`src/rtl/gate_drive_pkg.sv`:
```
`default_nettype none
// ============================================================================
// Module   : gate_drive_pkg
// Purpose  : State encoding and default parameters for the gate-drive block.
// Revision : 1.0
// ============================================================================
package gate_drive_pkg;

    typedef enum logic [1:0] {
        ST_IDLE       = 2'd0,
        ST_SOFT_START = 2'd1,
        ST_RUN        = 2'd2,
        ST_FAULT      = 2'd3
    } state_t;

    localparam int N_DEF       = 8;
    localparam int DT_W_DEF    = 6;
    localparam int PRESC_W_DEF = 8;
    localparam int RAMP_DEF    = 4;

endpackage
`default_nettype wire

```
`src/rtl/dead_time_gen.sv`:
```
`default_nettype none
// ============================================================================
// Module   : dead_time_gen
// Purpose  : Complementary gate outputs with break-before-make dead time.
// Revision : 1.0
// ============================================================================
module dead_time_gen
    import gate_drive_pkg::*;
#(
    parameter int DT_W = DT_W_DEF
) (
    input  logic            clk,
    input  logic            rst_n,
    input  logic            en,
    input  logic            raw,
    input  logic [DT_W-1:0] dead_time,
    output logic            gate_hi,
    output logic            gate_lo
);

    logic            r_raw_q;
    logic [DT_W-1:0] r_cnt;
    logic            w_edge;
    logic [DT_W-1:0] w_cnt_eff;

    assign w_edge    = raw ^ r_raw_q;
    // An edge restarts the count in the same cycle, so dead_time=0 passes raw through.
    assign w_cnt_eff = w_edge ? '0 : r_cnt;

    always_ff @(posedge clk or negedge rst_n) begin
        if (!rst_n) begin
            r_raw_q <= 1'b0;
            r_cnt   <= '0;
            gate_hi <= 1'b0;
            gate_lo <= 1'b0;
        end else if (!en) begin
            r_raw_q <= raw;
            r_cnt   <= '0;
            gate_hi <= 1'b0;
            gate_lo <= 1'b0;
        end else begin
            r_raw_q <= raw;
            if (w_cnt_eff >= dead_time) begin
                r_cnt   <= w_cnt_eff;
                gate_hi <= raw;
                gate_lo <= ~raw;
            end else begin
                r_cnt   <= w_cnt_eff + DT_W'(1);
                gate_hi <= 1'b0;
                gate_lo <= 1'b0;
            end
        end
    end

endmodule
`default_nettype wire

```
`src/rtl/gate_drive_ctrl.sv`:
```
`default_nettype none
// ============================================================================
// Module   : gate_drive_ctrl
// Purpose  : Half-bridge PWM controller with soft start, dead time and fault latch.
// Revision : 1.0
// ============================================================================
module gate_drive_ctrl
    import gate_drive_pkg::*;
#(
    parameter int N       = N_DEF,
    parameter int DT_W    = DT_W_DEF,
    parameter int PRESC_W = PRESC_W_DEF,
    parameter int RAMP    = RAMP_DEF
) (
    input  logic               clk,
    input  logic               rst_n,
    input  logic               ena,
    input  logic [PRESC_W-1:0] prescale,
    input  logic [DT_W-1:0]    dead_time,
    input  logic               cmd_valid,
    input  logic [N-1:0]       cmd_duty,
    output logic               cmd_ready,
    input  logic               fault,
    input  logic               fault_clr,
    output logic               gate_hi,
    output logic               gate_lo,
    output logic               period_start,
    output logic [N-1:0]       duty_act,
    output logic [1:0]         state,
    output logic               fault_latched
);

    localparam logic [N-1:0] c_duty_max = '1;

    state_t             r_state, w_state_nxt;
    logic [PRESC_W-1:0] r_presc;
    logic [N-1:0]       r_cnt, r_duty, r_shadow, r_target;
    logic               r_pending, r_fault_latched;

    logic               w_running, w_keep, w_tick, w_boundary, w_accept;
    logic               w_ramp_done, w_raw, w_gate_en;
    logic [N-1:0]       w_target_nxt;
    logic [N:0]         w_sum;

    assign w_running    = (r_state == ST_SOFT_START) || (r_state == ST_RUN);
    assign w_keep       = w_running && ena && !fault;
    assign w_tick       = w_running && (r_presc == prescale);
    assign w_boundary   = w_tick && (r_cnt == c_duty_max);
    assign w_accept     = cmd_valid && cmd_ready;
    // Ramp and run both use the target that is being loaded on this boundary.
    assign w_target_nxt = (w_boundary && r_pending) ? r_shadow : r_target;
    assign w_sum        = {1'b0, r_duty} + (N+1)'(RAMP);
    assign w_ramp_done  = ({1'b0, w_target_nxt} <= w_sum);
    assign w_raw        = (r_cnt < r_duty) || (r_duty == c_duty_max);
    // Gates are keyed off the next state so shutdown is visible one clock after the cause.
    assign w_gate_en    = (w_state_nxt == ST_SOFT_START) || (w_state_nxt == ST_RUN);

    always_comb begin
        w_state_nxt = r_state;
        if (fault) begin
            w_state_nxt = ST_FAULT;
        end else if (r_state == ST_FAULT) begin
            if (fault_clr && !ena) w_state_nxt = ST_IDLE;
        end else if (!ena) begin
            w_state_nxt = ST_IDLE;
        end else begin
            case (r_state)
                ST_IDLE:       w_state_nxt = ST_SOFT_START;
                ST_SOFT_START: if (w_boundary && w_ramp_done) w_state_nxt = ST_RUN;
                default:       w_state_nxt = r_state;
            endcase
        end
    end

    always_ff @(posedge clk or negedge rst_n) begin
        if (!rst_n) begin
            r_state         <= ST_IDLE;
            r_fault_latched <= 1'b0;
        end else begin
            r_state         <= w_state_nxt;
            r_fault_latched <= (w_state_nxt == ST_FAULT);
        end
    end

    always_ff @(posedge clk or negedge rst_n) begin
        if (!rst_n) begin
            r_presc <= '0;
            r_cnt   <= '0;
            r_duty  <= '0;
        end else if (!w_keep) begin
            r_presc <= '0;
            r_cnt   <= '0;
            r_duty  <= '0;
        end else begin
            r_presc <= w_tick ? '0 : r_presc + PRESC_W'(1);
            if (w_tick) r_cnt <= r_cnt + N'(1);
            if (w_boundary) begin
                if (r_state == ST_SOFT_START && !w_ramp_done) r_duty <= w_sum[N-1:0];
                else                                          r_duty <= w_target_nxt;
            end
        end
    end

    always_ff @(posedge clk or negedge rst_n) begin
        if (!rst_n) begin
            r_shadow  <= '0;
            r_target  <= '0;
            r_pending <= 1'b0;
        end else if (fault) begin
            r_pending <= 1'b0;
        end else if (w_accept) begin
            r_shadow  <= cmd_duty;
            r_pending <= 1'b1;
        end else if (w_boundary && r_pending) begin
            r_target  <= r_shadow;
            r_pending <= 1'b0;
        end
    end

    dead_time_gen #(
        .DT_W (DT_W)
    ) u_dead_time_gen (
        .clk       (clk),
        .rst_n     (rst_n),
        .en        (w_gate_en),
        .raw       (w_raw),
        .dead_time (dead_time),
        .gate_hi   (gate_hi),
        .gate_lo   (gate_lo)
    );

    assign cmd_ready     = !r_pending && (r_state != ST_FAULT);
    assign period_start  = w_boundary;
    assign duty_act      = r_duty;
    assign state         = r_state;
    assign fault_latched = r_fault_latched;

endmodule
`default_nettype wire

```
`config.mk`:
```
export PLATFORM = sky130hd
export DESIGN_NAME = gate_drive_ctrl
export DESIGN_NICKNAME = d
export VERILOG_FILES = /design/src/rtl/gate_drive_pkg.sv /design/src/rtl/dead_time_gen.sv /design/src/rtl/gate_drive_ctrl.sv
export SDC_FILE = /design/constraint.sdc
export NUM_CORES = 1
export LEC_CHECK = 0
export ABC_AREA = 0
export CAP_MARGIN = 20
export CORE_MARGIN = 4
export CORE_UTILIZATION = 35
export DETAILED_ROUTE_END_ITERATION = 10
export HOLD_SLACK_MARGIN = 0.02
export PLACE_DENSITY = 0.59
export SYNTH_ARGS = -nofsm -noshare
export SYNTH_HDL_FRONTEND = slang
export SYNTH_SLANG_ARGS = --single-unit
```
`constraint.sdc`:
```
create_clock -name clk -period 8.56 [get_ports clk]
set_input_delay 1.712 -clock clk [delete_from_list [all_inputs] [get_ports clk]]
set_output_delay 1.712 -clock clk [all_outputs]
set_load 0.05 [all_outputs]
```
==> results of run 1 <==
[metrics by stage]
step,hold WS (ps),worst slack [ps]
finish,512,2580
floorplan,475,3200
CTS,514,2650
global route,534,2220
detailed placement,491,2330
global placement,487,2430
[layer usage]
| layer | up-vias | wire length, um | GRT usage [%] |
|---|---|---|---|
| li1 | 1334 | - | - |
| met1 | 1279 | 3500 | 17.9 |
| met2 | 55 | 3550 | 23.0 |
| met3 | 9 | 443 | 3.42 |
| met4 | 0 | 89 | 3.16 |
| met5 | - | 0 | 0 |
[worst min-delay path by stage]
stage	startpoint	depth (start not counted)	to
2_1_floorplan	r_shadow[1]$_DFFE_PN0P_	1	r_shadow[1]$_DFFE_PN0P_
3_3_place_gp	r_target[4]$_DFFE_PN0P_	1	r_target[4]$_DFFE_PN0P_
6_report	r_target[4]$_DFFE_PN0P_	1	r_target[4]$_DFFE_PN0P_
3_5_place_dp	r_shadow[6]$_DFFE_PN0P_	1	r_shadow[6]$_DFFE_PN0P_
5_1_grt	r_target[6]$_DFFE_PN0P_	1	r_target[6]$_DFFE_PN0P_
4_1_cts	r_target[4]$_DFFE_PN0P_	1	r_target[4]$_DFFE_PN0P_
[cell usage in the layout (no fill, tap or decap), types with 3 or more instances in the layout]
| cell | Yosys | routed |
|---|---|---|
| nor3_1 | 5 | 5 |
| a31oi_1 | 7 | 7 |
| xnor2_1 | 16 | 16 |
| nand2b_1 | 8 | 8 |
| clkbuf_8 | 0 | 6 |
| or2_2 | 3 | 3 |
| nand2_1 | 18 | 18 |
| mux2_2 | 19 | 19 |
| nor4_4 | 3 | 3 |
| dfrtp_1 | 53 | 53 |
| and2_1 | 3 | 3 |
| a211oi_1 | 3 | 3 |
| nand4_1 | 7 | 7 |
| a21oi_1 | 14 | 14 |
| o21ai_0 | 9 | 9 |
| nand3_1 | 17 | 17 |
| nor3b_1 | 3 | 3 |
| xor2_1 | 11 | 11 |
| inv_1 | 26 | 26 |
| mux2i_1 | 7 | 7 |
| clkdlybuf4s50_1 | 0 | 41 |
| nor2_1 | 25 | 25 |
| and3_1 | 8 | 8 |
| ha_1 | 29 | 29 |
| nor2b_1 | 9 | 9 |
[layout make-up]
class                      instances  area share [%]
multi-input combinational        264            48.9
sequential                        53            31.8
timing repair buffer              43            10.1
tap                              133            3.99
inverter                          26            2.34
clock buffer                       6            1.98
clock inverter                     2           0.899
[state kept, by name (all words and copies together) (netlist names)]
signal	flops
state	2
r_presc	8
u_dead_time_gen.r_cnt	6
fault_latched	1
u_dead_time_gen.gate_lo	1
u_dead_time_gen.r_raw_q	1
u_dead_time_gen.gate_hi	1
duty_act	8
r_cnt	8
r_pending	1
r_target	8
r_shadow	8
[power by group through the flow]
stage | sequential [mW] | combinational [mW] | clock, mW
6_report | 0.298 | 0.173 | 0.180
5_1_grt | 0.303 | 0.194 | 0.195
4_1_cts | 0.299 | 0.175 | 0.185
3_5_place_dp | 0.304 | 0.174 | 0
3_3_place_gp | 0.303 | 0.170 | 0
2_1_floorplan | 0.305 | 0.114 | 0
[kinds of logic (layout without fill, tap and decap cells)]
kind of cell	Yosys count	count (layout)	share of synthesized area, %
and+or+nand+nor	123	123	20.9
AOI/OAI and AO/OA	57	57	11.4
DFF	53	53	38.0
buffers and inverters	32	77	3.51
adders and majority gates	29	29	10.4
xor gates and xnor gates	28	28	7.24
muxes	27	27	8.57
[critical path, stage by stage]
cell and delay (ps):
clkdlybuf4s50_1 410, xnor2_1 250, nand3_2 180, nor4_4 640, mux2_2 430, ha_1 310, and3_1 200, o21a_1 130
o31ai_1 470, o21ai_0 210, o31a_1 280, o21ai_0 310, ha_1 410, nand2b_1 140, mux2i_1 70
==> results.md, run 1 <==
* Status: completed
* Initial Util at 35.9%
* Area leader, netlist: dfrtp_1
* Crit path launch type: input pin
* Final HPWL from detailed placement at 5910 um
* Final Power at 0.651 mW
* Nets at 450
* Register area at 1330 um2
* Unique masters post-synth at 56
* Comb pwr share at 26.6%
* First-pass GRT wire length at 13000 um
* Total gr overflow at 0
* Setup bufs post-CTS at 0
* Post-layout util at 42.9%
* Sequential share of power at 45.8%
* Die Wd at 108 um
* Syn Nets at 406
* Max Root-Sink Buffers at 2
* Post-CTS Resized at 0
* R2R Path Start: state[1]$_DFF_PN0_
* CP max FO at 10
* Hold Crit Class: reg2reg
* Switching power at 0.200 mW
* Hold buffer count at cts at 0
* Internal at 0.451 mW
* Initial antenna violation count at 0
* Drt wl/cell at 14.4 um
* Root Driver: clkbuf_8
* Slew HR at 41.2%
* CTS HTree Levels at 2
* Clock transition at the registers of the reported paths at 90 ps
* Share of cells above drive strength 1 at 12.7%
* Crit path kind: in2reg
* Mean post-synth cell area at 10.0 um2
* Switching share of power at 30.7%
* Ant. Diodes at 0
* Detail Route Antenna Nets at 0
* Critical Path Start: prescale[4]
* #FFs+latches synth at 53
* Largest net degree at the start of global routing at 54
* Num rows at 36
* Endpoints failing hold at 0
* Static leakage at 1.76 nW
* Synth top cells by count: 53 x dfrtp_1, 29 x ha_1, 26 x inv_1
* TritonCTS clock tree: done
* 1st-iter DRT viols at 94
* Final TNS setup at 0 ps
* Ys flop type: dfrtp_1
* Reg-to-reg critical path endpoint: u_dead_time_gen.r_cnt[0]$_DFF_PN0_
* PD cells at 156 nW/um2
* Top-area cell type share of the netlist area at 38.0%
* RSZ-0062 raised after global routing: no
* Total CTS buffers at 5
* Max Cap Violations at 0
* Worst slew pin tran at 882 ps
* Pins over their slew limit at 0
* Synth Instances at 349
* Clock sinks at 53
* Area Growth Syn to Fin at 19.6%
* Filler cell count at 949
* Area of placed instances at 4050 um2
* Post-placement cell count at 519
* # DRC at 0
* EDFF count, synth at 0
* Period utilization at 69.8%
* Tot GR Track Use at 13.8%
* Clock power frac at 27.6%
* Post-synthesis async set-or-reset flop share at 100%
* Arrival time worst endpoint at 6150 ps
* Layout Cell Area excl Fill at 4170 um2
* Via Count at 2677
* Vias in the first global route at 2709
* PortBufs at 42
* Yosys Warn Count at 0
* Clock Skew at 9.56 ps
* R2R cell count at 15
* Register area share after synthesis at 38.0%
* Critical Path RT at 8740 ps
* Max IR drop VDD at 0.0727 mV
* Core ar. at 9730 um2
* Top post-synthesis cells by area: dfrtp_1 38%, ha_1 10%, mux2_2 6.1%, xnor2_1 4.0%, inv_1 2.8%
* Final worst path period need at 5980 ps
* Routability cong. at 0.853
* Final Non-Filler Cells at 527
* Final setup viols at 0
* IO Pins at 43
* Crit path to: u_dead_time_gen.r_cnt[0]$_DFF_PN0_
* Drt total wl at 7580 um
* Area occupied by multi-input gates at 2040 um2
* Full die area at 11600 um2
* Reg2Reg Setup Slack at 3700 ps
* Most frequent cell after synthesis: dfrtp_1
* Worst skew pair latency at 310 ps
* Worst Setup End Kind: register
* Mapped cell area at 3490 um2
* Drt pass-1 iters at 4
* Achievable Freq at 167 MHz
* DR vias/cell at 5.08
* Die Y-Extent at 108 um
No activity file was read; power rests on OpenSTA's default activity.
==> inputs of run 2 (changes only) <==
- clock period: 8.56 -> 6.27 ns (I/O delays scaled with it)
==> results.md, run 2 (same netlist as run 1, synthesis figures left out) <==
* Status: completed
* Num rows at 36
* Crit path kind: in2reg
* Min-delay src: r_target[4]$_DFFE_PN0P_
* Vias in the first global route at 2723
* Total gr overflow at 0
* Detail Route Antenna Nets at 0
* Crit path launch type: input pin
* Worst setup margin at 804 ps
* Total CTS buffers at 5
* Worst Setup End Kind: register
* Worst skew pair latency at 320 ps
* # DRC at 0
* Pins over their slew limit at 0
* DR vias/cell at 5.11
* Critical Path Start: prescale[4]
* Area Growth Syn to Fin at 18.7%
* Comb pwr share at 28.2%
* Final worst path period need at 5470 ps
* R2R Path Start: state[1]$_DFF_PN0_
* Clock power frac at 23.4%
* Root Driver: clkbuf_8
* Final TNS setup at 0 ps
* Slowest CP cell: nor4_4
* Hold buffer count at cts at 0
* Routability cong. at 0.853
* Clock transition at the registers of the reported paths at 100 ps
* Static leakage at 1.74 nW
* Sequential share of power at 48.4%
* Internal at 0.565 mW
* Hold Crit Class: reg2reg
* Initial Util at 35.9%
* Achievable Freq at 183 MHz
* Post-placement cell count at 519
* Filler cell count at 955
* Most common cell after layout, fill and taps aside: dfrtp_1
* Final Power at 0.842 mW
* Full die area at 11600 um2
* Commonest non-fill, non-tap cells in the layout: 53 x dfrtp_1, 41 x clkdlybuf4s50_1, 29 x ha_1
* Clock Skew at 16.7 ps
* Switching power at 0.276 mW
* Critical path cell sequence: clkdlybuf4s50_1 > xnor2_1 > nand3_2 > nor4_4 > mux2_2 > ha_1 > and3_1 > o21a_1 > o31ai_1 > o21ai_0 > o31a_1 > o21ai_0 > ha_1 > nand2b_1 > mux2i_1
* Arrival time worst endpoint at 5650 ps
* Nets at 450
* Max Root-Sink Buffers at 2
* Worst slew pin tran at 881 ps
* PortBufs at 42
* Final HPWL from detailed placement at 5930 um
* Clock sinks at 53
* Die Wd at 108 um
* Post-CTS Resized at 0
* Core ar. at 9730 um2
* Via Count at 2695
* Tot GR Track Use at 14.0%
* Worst slack, placed at 480 ps
* Endpoints failing hold at 0
* Switching share of power at 32.9%
* Final Non-Filler Cells at 527
* Critical Path RT at 6450 ps
* Ant. Diodes at 0
* Max IR drop VDD at 0.0980 mV
* Share of cells above drive strength 1 at 12.4%
* Drt pass-1 iters at 4
* Slew HR at 41.3%
* CTS HTree Levels at 2
* Setup bufs post-CTS at 0
* IO Pins at 43
* TritonCTS clock tree: done
* CP max FO at 10
* Slowest Stage Delay on Critical Path at 630 ps
* Drt wl/cell at 14.6 um
* First-pass GRT wire length at 13200 um
* Period utilization at 87.2%
* Drt total wl at 7710 um
* Post-layout util at 42.6%
* Largest net degree at the start of global routing at 54
* 1st-iter DRT viols at 71
* Max Cap Violations at 0
* Final setup viols at 0
* Initial antenna violation count at 0
* RSZ-0062 raised after global routing: no
* Die Y-Extent at 108 um
* PD cells at 203 nW/um2
run 2: cell types whose count changed in the layout (fill, tap and decap cells not counted):
| cell | delta |
|---|---|
| clkbuf_8 | -1 |
| clkbuf_1 | +1 |
| bufinv_16 | -1 |
| clkinvlp_4 | +1 |
run 2: metal layers:
metal	vias up	global-route usage [%]	wire, um
met5	-	0	0
met4	0	4.60	98
met3	11	2.64	332
met2	46	23.6	3620
met1	1308	18.0	3660
li1	1330	-	-
run 2: per-stage QoR:
stage	area, um2	hold WS (ps)
CTS	4140	515
finish	4140	514
detailed placement	4050	492
global route	4140	537
floorplan	3490	475
global placement	4050	487
run 2: critical path, delay by kind of cell:
| family | cells | cell delay [ps] |
|---|---|---|
| buffers and inverters | 1 | 410 |
| AO/OA/AOI/OAI | 5 | 1360 |
| XOR/XNOR | 1 | 250 |
| multiplexers | 2 | 500 |
| adder cells (fa/ha/maj) | 2 | 700 |
| AND/OR/NAND/NOR | 4 | 1170 |
run 2: layout make-up:
| type | instances | area (um2) | share of cell area, % |
|---|---|---|---|
| multi-input cells | 264 | 2040 | 49.3 |
| clock inverters | 2 | 15.0 | 0.363 |
| inverters | 26 | 97.6 | 2.36 |
| flip-flops and latches | 53 | 1330 | 32.0 |
| repair buffers | 43 | 423 | 10.2 |
| clock buffers | 6 | 72.6 | 1.75 |
| well taps | 133 | 166 | 4.02 |
run 2: power groups by stage:
stage | Sequential (mW) | Clock, mW | Combinational [mW]
2_1_floorplan | 0.417 | 0 | 0.156
3_3_place_gp | 0.414 | 0 | 0.232
3_5_place_dp | 0.415 | 0 | 0.239
4_1_cts | 0.408 | 0.205 | 0.241
5_1_grt | 0.414 | 0.216 | 0.267
6_report | 0.408 | 0.197 | 0.237
run 2: path summary, 6_finish.rpt:
path / slack [ps] / end / depth (start not counted)
max: 800 / u_dead_time_gen.r_cnt[0]$_DFF_PN0_ / 15
min: 510 / r_target[4]$_DFFE_PN0P_ / 1
max reg2reg: 1480 / u_dead_time_gen.r_cnt[0]$_DFF_PN0_ / 15
min reg2reg: 510 / r_target[4]$_DFFE_PN0P_ / 1
max in group asynchronous: 4740 / u_dead_time_gen.r_raw_q$_DFF_PN0_ / 2
min in group asynchronous: 1050 / r_target[5]$_DFFE_PN0P_ / 2
==> inputs of run 3 (changes only) <==
- CAP_MARGIN: 20 -> not set
- CORE_ASPECT_RATIO: not set -> 1.5
- PLACE_DENSITY: 0.59 -> 0.6
- SYNTH_HIERARCHICAL: not set -> 1
==> results.md, run 3 <==
* PortBufs at 42
* Crit path launch type: input pin
* Num rows at 43
* CP max FO at 10
* Full die area at 11100 um2
* # DRC at 0
* #FFs+latches synth at 53
* DR vias/cell at 5.29
* Crit path kind: in2reg
* RSZ-0062 raised after global routing: no
* Synth Area in Compound Gates at 10.1%
* Critical path cell sequence: clkdlybuf4s50_1 > xnor2_1 > nand4_1 > nor4_4 > mux2_2 > ha_1 > nand3_1 > a211oi_1 > o211ai_1 > a21oi_1 > nor3_1 > o311ai_1 > ha_1 > o211ai_1 > o31ai_1
* Ant. Diodes at 0
* Pins over their slew limit at 0
* Area Growth Syn to Fin at 22.2%
* Max IR drop VDD at 0.138 mV
* Detail Route Antenna Nets at 0
* Root Driver: clkbuf_16
* Post-synthesis xor/xnor area fraction at 7.55%
* TritonCTS clock tree: done
* Area leader, netlist: dfrtp_1
* Post-synthesis mux area share at 9.63%
* Final worst path period need at 5390 ps
* Clock transition at the registers of the reported paths at 70 ps
* Worst skew pair latency at 290 ps
* Drt wl/cell at 15.9 um
* Synth Instances at 333
* Largest net degree at the start of global routing at 54
* Core ar. at 9250 um2
* Drt total wl at 7810 um
* Commonest non-fill, non-tap cells in the layout: 53 x dfrtp_1, 41 x clkdlybuf4s50_1, 29 x ha_1
* Most common cell after layout, fill and taps aside: dfrtp_1
* Nets at 435
* Simple-Gate Fraction of Synth Area at 17.8%
* Static leakage at 1.75 nW
* Max Cap Violations at 0
* PD cells at 219 nW/um2
* Largest family of logic cells by synthesized area: simple AND/OR/NAND/NOR gates
* Final setup viols at 0
* Layout Cell Area excl Fill at 4050 um2
* Via Count at 2598
* Top post-synthesis cells by area: dfrtp_1 40%, ha_1 11%, mux2_2 7.8%, xnor2_1 3.4%, nand3_1 3.2%
* Die Wd at 87.4 um
* Arrival time worst endpoint at 5530 ps
* Drt pass-1 iters at 4
* Slowest CP cell: nor4_4
* Register area share after synthesis at 40.0%
* Final TNS setup at 0 ps
* Yosys Warn Count at 6
* Post-CTS Resized at 0
* Slowest Stage Delay on Critical Path at 650 ps
* Area of placed instances at 3860 um2
* Post-synthesis async set-or-reset flop share at 100%
* First-pass GRT wire length at 12700 um
* Final Power at 0.887 mW
* Ys flop type: dfrtp_1
* Worst slew pin tran at 911 ps
* Top-area cell type share of the netlist area at 40.0%
* Clock Skew at 2.50 ps
* Initial antenna violation count at 0
* Total CTS buffers at 5
* Synth top cells by count: 53 x dfrtp_1, 29 x ha_1, 26 x inv_1
* Worst Setup End Kind: register
* Mapped cell area at 3310 um2
* Final HPWL from detailed placement at 6140 um
* CTS HTree Levels at 2
* Synth Area in Adders at 11.0%
* 1st-iter DRT viols at 108
* Endpoints failing hold at 0
* Clock sinks at 53
* Unique masters post-synth at 51
* Syn Nets at 390
* Most frequent cell after synthesis: dfrtp_1
* Achievable Freq at 186 MHz
* Die Y-Extent at 127 um
* Max Root-Sink Buffers at 2
* Period utilization at 85.9%
* Critical Path RT at 6420 ps
* Hold Crit Class: reg2reg
* IO Pins at 43
* Status: completed
* Slew HR at 39.3%
* Mean post-synth cell area at 9.95 um2
* Hold buffer count at cts at 0
* Routability cong. at 0.922
* Initial Util at 35.8%
* Share of cells above drive strength 1 at 12.7%
* Tot GR Track Use at 14.7%
* EDFF count, synth at 0
* Hold_ws at 505 ps
* Vias in the first global route at 2659
* Setup bufs post-CTS at 0
* Total gr overflow at 0
## run 3: layout make-up
cell class | instances | area [um2]
inverter | 28 | 105
clock inverter | 3 | 65.1
clock buffer | 5 | 125
tap | 112 | 140
multi-input combinational | 246 | 1860
sequential | 53 | 1330
fill | 875 | 5200
timing repair buffer | 44 | 430
## run 3: power by group
group          switching [mW]  internal, mW  leakage (nW)
Combinational          0.0777        0.0670         0.949
Clock                   0.122         0.228        0.0938
Sequential             0.0226         0.371         0.711
Total                   0.222         0.665          1.75
## run 3: critical path: cells and delay by family
kind | cells | cell delay [ps]
compound gates | 6 | 1440
xor+xnor | 1 | 220
fa+ha+maj | 2 | 720
buf+inv | 1 | 430
mux | 1 | 440
simple gates | 4 | 1030
## run 3: stage by stage
step | setup WS (ps) | util [%] | instances
2_1_floorplan | 1630 | - | 333
3_3_place_gp | 737 | 41.7 | 483
5_1_grt | 523 | 43.8 | 491
3_5_place_dp | 593 | 41.7 | 483
6_report | 884 | 43.8 | 491
4_1_cts | 924 | 43.8 | 491
## run 3: cell families (layout without fill, tap and decap cells)
kind of cell	count (synthesis)	after routing
buf+inv	34	80
flops	53	53
fa+ha+maj	29	29
compound gates	54	54
mux	29	29
xor+xnor	26	26
simple gates	108	108
## run 3: routing by layer
layer	up-vias	track usage (%)	wire, um
met5	-	0	0
met4	0	7.41	294
met3	19	2.58	287
met2	51	27.7	4360
met1	1256	14.9	2870
li1	1272	-	-
## run 3: path summary, 6_finish.rpt
kind                                               from                                  to  slack (ps)  depth (start not counted)
worst min register to register  r_shadow[3]$_DFFE_PN0P_             r_shadow[3]$_DFFE_PN0P_         500                          1
worst min-delay path            r_shadow[3]$_DFFE_PN0P_             r_shadow[3]$_DFFE_PN0P_         500                          1
worst max register to register     r_cnt[0]$_DFFE_PN0P_  u_dead_time_gen/r_cnt[2]$_DFF_PN0_        1700                         15
max in group asynchronous                         rst_n                r_cnt[2]$_DFFE_PN0P_        4750                          2
worst max-delay path                        prescale[7]  u_dead_time_gen/r_cnt[2]$_DFF_PN0_         880                         15
min in group asynchronous                         rst_n             r_shadow[7]$_DFFE_PN0P_        1070                          2
